File: config.mk
export PLATFORM = sky130hd
export DESIGN_NAME = output_port_arbiter
export DESIGN_NICKNAME = d
export VERILOG_FILES = /design/src/rtl/output_port_arbiter.sv
export SDC_FILE = /design/constraint.sdc
export NUM_CORES = 1
export LEC_CHECK = 0
export CORE_AREA = 2 2 127 129
export DETAILED_ROUTE_END_ITERATION = 16
export DIE_AREA = 0 0 129 131
export HOLD_SLACK_MARGIN = 0.12
export PLACE_DENSITY_LB_ADDON = 0.15
export SLEW_MARGIN = 20
export SYNTH_ARGS = -nofsm -noshare
export SYNTH_HDL_FRONTEND = slang
export SYNTH_SLANG_ARGS = --single-unit
File: constraint.sdc
create_clock -name clk -period 8.3 [get_ports clk]
set_input_delay 1.66 -clock clk [delete_from_list [all_inputs] [get_ports clk]]
set_output_delay 1.66 -clock clk [all_outputs]
set_load 0.02 [all_outputs]
File: src/rtl/output_port_arbiter.sv
// Round-robin arbiter that serves per-input start requests for one output port.
// Grants are held until the winner releases or the hold watchdog expires.
module output_port_arbiter #(
    parameter int NUM_IN      = 5,
    parameter int ADDR_W      = 10,
    parameter int TIMEOUT_CYC = 255
) (
    input  logic                     clk,
    input  logic                     rst_n,
    input  logic [NUM_IN-1:0]        router_start_req,
    input  logic [NUM_IN*ADDR_W-1:0] router_scr_addr,
    input  logic [NUM_IN*ADDR_W-1:0] router_dst_addr,
    input  logic [NUM_IN-1:0]        pkt_release,
    output logic [NUM_IN-1:0]        req_ack,
    output logic [NUM_IN-1:0]        req_err,
    output logic [NUM_IN-1:0]        grant,
    output logic                     grant_valid,
    output logic [ADDR_W-1:0]        grant_scr_addr,
    output logic [ADDR_W-1:0]        grant_dst_addr,
    output logic                     timeout,
    output logic                     busy
);

    localparam int PW = $clog2(NUM_IN);

    typedef enum logic {IDLE, BUSY} state_t;

    state_t              state;
    logic [NUM_IN-1:0]   start_prev;
    logic [NUM_IN-1:0]   pending;
    logic [NUM_IN-1:0]   new_req;
    logic [NUM_IN-1:0]   clr;
    logic [NUM_IN-1:0]   accept;
    logic [ADDR_W-1:0]   src_q [NUM_IN];
    logic [ADDR_W-1:0]   dst_q [NUM_IN];
    logic [PW-1:0]       rr_ptr;
    logic [PW-1:0]       win_idx;
    logic                win_found;
    logic [7:0]          hold_cnt;

    // Scan starts one past the last winner and wraps modulo NUM_IN.
    always_comb begin
        win_found = 1'b0;
        win_idx   = '0;
        for (int k = 1; k <= NUM_IN; k++) begin
            if (!win_found && pending[PW'((int'(rr_ptr) + k) % NUM_IN)]) begin
                win_found = 1'b1;
                win_idx   = PW'((int'(rr_ptr) + k) % NUM_IN);
            end
        end
    end

    assign new_req     = router_start_req & ~start_prev;
    assign clr         = (state == IDLE && win_found) ?
                         (NUM_IN'(1) << win_idx) : '0;
    // A winner's slot frees this cycle, so a coincident edge is accepted.
    assign accept      = new_req & (~pending | clr);
    assign grant_valid = |grant;

    always_ff @(posedge clk or negedge rst_n) begin
        if (!rst_n) begin
            state          <= IDLE;
            start_prev     <= '0;
            pending        <= '0;
            rr_ptr         <= PW'(NUM_IN - 1);
            hold_cnt       <= '0;
            req_ack        <= '0;
            req_err        <= '0;
            grant          <= '0;
            grant_scr_addr <= '0;
            grant_dst_addr <= '0;
            timeout        <= 1'b0;
            busy           <= 1'b0;
            for (int i = 0; i < NUM_IN; i++) begin
                src_q[i] <= '0;
                dst_q[i] <= '0;
            end
        end else begin
            start_prev <= router_start_req;
            req_ack    <= accept;
            req_err    <= new_req & ~accept;
            timeout    <= 1'b0;
            pending    <= (pending & ~clr) | accept;
            for (int i = 0; i < NUM_IN; i++) begin
                if (accept[i]) begin
                    src_q[i] <= router_scr_addr[i*ADDR_W +: ADDR_W];
                    dst_q[i] <= router_dst_addr[i*ADDR_W +: ADDR_W];
                end
            end
            unique case (state)
                IDLE: begin
                    if (win_found) begin
                        grant          <= clr;
                        grant_scr_addr <= src_q[win_idx];
                        grant_dst_addr <= dst_q[win_idx];
                        rr_ptr         <= win_idx;
                        hold_cnt       <= '0;
                        busy           <= 1'b1;
                        state          <= BUSY;
                    end
                end
                BUSY: begin
                    if (pkt_release[rr_ptr]) begin
                        grant          <= '0;
                        grant_scr_addr <= '0;
                        grant_dst_addr <= '0;
                        busy           <= 1'b0;
                        state          <= IDLE;
                    end else if (hold_cnt == 8'(TIMEOUT_CYC - 1)) begin
                        grant          <= '0;
                        grant_scr_addr <= '0;
                        grant_dst_addr <= '0;
                        busy           <= 1'b0;
                        timeout        <= 1'b1;
                        state          <= IDLE;
                    end else begin
                        hold_cnt <= hold_cnt + 8'd1;
                    end
                end
                default: state <= IDLE;
            endcase
        end
    end

endmodule

-- Word-level counts from Yosys, hierarchy flattened
Index checks and enable logic that the tools add are counted.
- register bits: 159
- bits in latches: 0
- bits in writable memories: 0
- memory bits (read-only): 0
- input bits: 112
- output and inout port bits: 38
- word-level logic and storage cells: 130
- memories kept: 0
- $add $sub $neg: 6
- multipliers: 0
- divide/modulo/power cells: 5
- order comparisons: 7
- equality and inequality tests: 5
- shifts and indexed selects: 1
- multiplexer cells: 59
- bitwise logic cells: 12
- reduce and logical (&&, ||, !) cells: 13
- operators with widths (cell ; number):
    $mod A32 B4 Y32 const B ; 5
    $mux W10 ; 8
    $bmux W10 S3 ; 2
    $pmux W10 S2 ; 2
    $lt A3 B5 Y1 const B ; 5
    $mux W1 ; 25
    $mux W8 ; 3
    $and A5 B5 Y5 ; 4
    $mux W5 ; 4
    $not A5 Y5 ; 4
    $bmux W1 S3 ; 6
    $pmux W8 S2 ; 1
    $mux W3 ; 5
    $or A5 B5 Y5 ; 2
    $pmux W5 S2 ; 1
    $add A3 B2 Y4 const B ; 2
    $add A3 B3 Y4 const B ; 2
    $add A8 B1 Y8 const B ; 1
    $eq A8 B8 Y1 const B ; 1
    $ne A2 B2 Y1 const B ; 3
    $logic_and A1 B1 Y1 ; 5
    $reduce_or A5 Y1 ; 1
    $shl A1 B3 Y5 const A ; 1
    $add A3 B1 Y4 const B ; 1
    other kinds (9) ; 14

-- Longest topological paths before layout
- word-level depth: 24
- mapped depth: 24

-- Least setup slack after synthesis
OpenSTA, ideal clock, no wires.
- kind: reg2reg
- start point: register rr_ptr[0]
- end point: register grant_dst_addr[4]
- setup time: 124 ps
- data arrival time: 5608 ps
- required time: 8176 ps
- slack: 2568 ps
- cell stages (with the launch flop): 24
- path buffers: 5
- path through: dfrtp_1 > buf_2 > inv_1 > clkbuf_1 > ha_1 > ha_1 > or3b_2 > o22ai_1 > nor2_1 > ha_1 > buf_1 > nor2b_1 > a2111oi_0 > nor3_2 > mux2i_1 > o211a_1 > or3b_1 > and4b_1 > o22ai_4 > buf_6 > buf_6 > mux2i_1 > a211oi_1 > a211o_1
- longest elaborated chain between the ends: 24
- RTL lines (what ; RTL line ; RTL):
    start, declared ; 36 ; logic [PW-1:0] rr_ptr;
    start signal, assigned ; 65 ; rr_ptr <= PW'(NUM_IN - 1);
    start signal, assigned ; 96 ; rr_ptr <= win_idx;
    $add A3 B1 Y4 ; 46, 48 ;
    $mod A32 B4 Y32 ; 46, 48 ;
    $bmux W1 S3 ; 46 ; if (!win_found && pending[PW'((int'(rr_ptr) + k) % NUM_IN)]) begin
    $mux W1 (implied by the code) (2 in a row) ; 46 ;
    $mux W1 ; 46 ;
    $logic_not A1 Y1 ; 46 ;
    $logic_and A1 B1 Y1 ; 46 ;
    $mux W1 ; 46 ;
    (+6 left out) ; n/a ;
    $logic_not A1 Y1 ; 46 ;
    $logic_and A1 B1 Y1 ; 46 ;
    $mux W3 ; 46 ;
    $not A3 Y4 (implied by the code) ; 95 ; grant_dst_addr <= dst_q[win_idx];
    $bmux W10 S3 ; 95 ;
    $mux W10 (implied by the code) (2 in a row) ; 95 ;
    $mux W10 ; 92 ; if (win_found) begin
    $pmux W10 S2 ; 90 ; unique case (state)
    end signal, assigned ; 95 ;
    end, declared ; 19 ; output logic [ADDR_W-1:0] grant_dst_addr,
Several ways; a longest one is shown, not always the timed one. The select of a mux whose other input is x is not followed.
A chain may end at the register's enable or synchronous reset.

-- Final worst setup path
- start point: register rr_ptr[1]
- end point: register grant_dst_addr[6]
The elaborated chain is that of the path after synthesis.

==> results by group <==
Route
  • Post-route ant nets: 0
  • Detailed-router iteration count before antenna repair: 5
  • Drt drc: 0
  • WL final: 23200 um
  • 1st-iter DRT viols: 446
  • Via density: 5.86
  • Via count: 6702
  • Avg WL per Cell: 20.2 um

Finish
  • Commonest non-fill, non-tap cell in the layout: dfrtp_1
  • Area growth from synthesis to layout: 24.8%
  • FILL cells: 1102
  • Commonest non-fill, non-tap cells in the layout: dfrtp_1 (158), clkdlybuf4s50_1 (148), nor2_1 (70), mux2i_1 (52), nand2_1 (39)
  • FF/Latch Area: between 3000 and 4000 sq um
  • Nets: 1053
  • Layout cell share with drive strength beyond 1: 15.1%
  • Area occupied by multi-input gates: ~4600 sq um
  • Ant. Diodes: 0

Clocking
  • Clk root buf: clkbuf_16
  • Num CTS Buffers: 17
  • Hold Buf Count CTS: 0
  • CTS tree: done
  • Clock latency on the worst-skew pair: 0.43 ns
  • Clock slew at reported path FFs: ~0.060 ns
  • Clock Sinks: 159
  • H-tree levels: 4
  • Max Buffers Root-to-Sink: 2
  • CTS resizes: 0
  • Post-CTS Setup Inserts: 0

Min path
  • WHS Path Cells: 1
  • Worst hold path type: reg -> reg

Timing
  • Setup slack after layout: 1.14 ns
  • Hold Vio Cnt, Final: 0
  • Final Skew: 0.00639 ns
  • Fmax: 140 MHz
  • RSZ-0062 raised after global routing: false
  • Tcrit/Tclk final: between 80% and 90%
  • Pins over their slew limit: 0
  • Setup TNS: 0 ns
  • # setup viols final: 0
  • Worst slew margin: roughly 28%
  • Worst-Margin Slew: 1.08 ns
  • Final min period: 7.16 ns

Yosys
  • Synthesized area: 8900 sq um
  • Sequential cell area fraction in the yosys report: 44.7%
  • Synth async-reset ratio: 100%
  • Yosys warning count: 0
  • Synthesized area per cell: 11.4 sq um
  • Mapped Nets: around 920
  • Post-synth EDFFs: 0
  • Gate Count Post-Synth: a little under 800
  • Ys flop type: dfrtp_1
  • Synth cell types: between 80 and 90
  • Post-synthesis sequential element count: 159

Placed design
  • Dpl hpwl: ~17000 um
  • Number of port buffers: between 100 and 150
  • GP Congestion: 0.903
  • Dpl ws: 1.33 ns

Setup path
  • Kind of critical path: reg -> reg
  • Buffer and inverter count on the worst path: 1
  • Crit-path max cell delay: 0.87 ns
  • Max Fanout on Critical Path: 26
  • CP Launch Type: register
  • Critical path required time: 8.67 ns
  • CP arrival: 7.52 ns
  • Reg2Reg Depth: 17
  • CP endpoint kind: register
  • CP Cell Sequence: inv_2, ha_1, ha_1, or3b_2, o22ai_1, nor2_1, ha_1, nor2b_1, a2111oi_0, nor3_2, mux2i_1, o211a_1, nor3b_1, a21oi_1, nand2_1, a211oi_1, a211o_1
  • Most used cell, CP: ha_1
  • Largest delay share family, worst path: compound AO/OA/AOI/OAI gates
  • Critical Path Slowest Stage Cell: a21oi_1
  • Worst path depth: 17

Floorplanning
  • Row cnt: 46
  • Die height: 131 um
  • I/O pins: 150
  • Initial Util: 57.1%
  • Core ar.: ~16000 sq um
  • Die area: roughly 17000 sq um
  • Die Width: approximately 130 um

Global routing
  • Gr usage total: 28.2%
  • Grt ovf: 0
  • Global-route wire length before repair: 36500 um
  • Largest net degree at the start of global routing: 85
  • Vias in the first global route: 7015
  • Initial antenna violation count: 0

Outcome
  • Status: finished clean

Flow run
  • Max-Cap Viols: 0
-- final timing paths --
check,from,end,slack [ns]
worst max-delay path,rr_ptr[1],grant_dst_addr[6],1.14
max in group asynchronous,rst_n,rr_ptr[1],5.56
worst min-delay path,dst_q[15],dst_q[15],0.49
min in group asynchronous,rst_n,start_prev[1],1.28
worst min register to register,dst_q[15],dst_q[15],0.49
worst max register to register,rr_ptr[1],grant_dst_addr[6],1.14
-- state kept, by name, summed over array words and instances (netlist names) --
signal / flops
grant: 5
timeout: 1
rr_ptr: 3
hold_cnt: 8
busy: 1
grant_dst_addr: 10
src_q: 50
grant_scr_addr: 10
req_ack: 5
pending: 5
start_prev: 5
dst_q: 50
state: 1
req_err: 5
-- worst reg2reg max path, stage by stage (launching register included) --
cell       delay [ns]
dfrtp_1          0.71
inv_2            0.26
ha_1             0.64
ha_1             0.38
or3b_2           0.45
o22ai_1          0.25
nor2_1           0.13
ha_1             0.33
nor2b_1          0.18
a2111oi_0        0.49
nor3_2           0.18
mux2i_1          0.43
o211a_1          0.26
nor3b_1          0.09
a21oi_1          0.87
nand2_1          0.80
a211oi_1         0.50
a211o_1          0.16
-- cell families (layout without fill, tap and decap cells) --
| logic type | Yosys count | count (layout) | synth area share, % |
|---|---|---|---|
| simple gates | 209 | 209 | 12.4 |
| xor+xnor | 14 | 14 | 1.59 |
| buf+inv | 71 | 216 | 3.95 |
| flops | 159 | 159 | 44.7 |
| mux | 155 | 155 | 20.7 |
| fa+ha+maj | 26 | 26 | 3.65 |
| compound gates | 149 | 149 | 13.0 |
-- cell type report --
class	instances	share of cell area, %
clock buffers	19	4.08
clock inverters	13	1.36
inverters	26	0.878
multi-input cells	553	41.4
flip-flops and latches	159	35.8
well taps	216	2.43
repair buffers	158	14.0
-- metal layers --
metal,wire length (um),global-route usage (%)
met2,12000,49.2
met1,9240,34.1
met3,1130,6.03
met4,821,12.1
met5,0,0
-- Yosys cell counts (all sizes together), types with 12 or more instances --
cell type	number	share of area, %
nand2	40	1.7
o21ai	20	1.2
mux2	101	14
ha	26	3.7
nor2	70	3.0
clkbuf	21	0.89
inv	26	1.1
buf	24	2.0
nand2b	12	0.96
a211oi	30	2.5
a211o	20	2.0
mux2i	52	5.8
a21oi	17	1.0
dfrtp	158	44
nor2b	12	0.84
-- per-stage QoR --
step	hold WS (ns)	area (sq um)	std cells	utilization (%)
after floorplan	0.464	8900	783	-
after global placement	0.467	10500	1112	67.3
after detailed placement	0.480	10500	1112	67.3
after CTS	0.494	11100	1144	71.2
after global routing	0.516	11100	1144	71.2
final	0.490	11100	1144	71.2
Power is not shown: default switching activity piles up to over one toggle a cycle in this logic, so the estimate is an artifact.
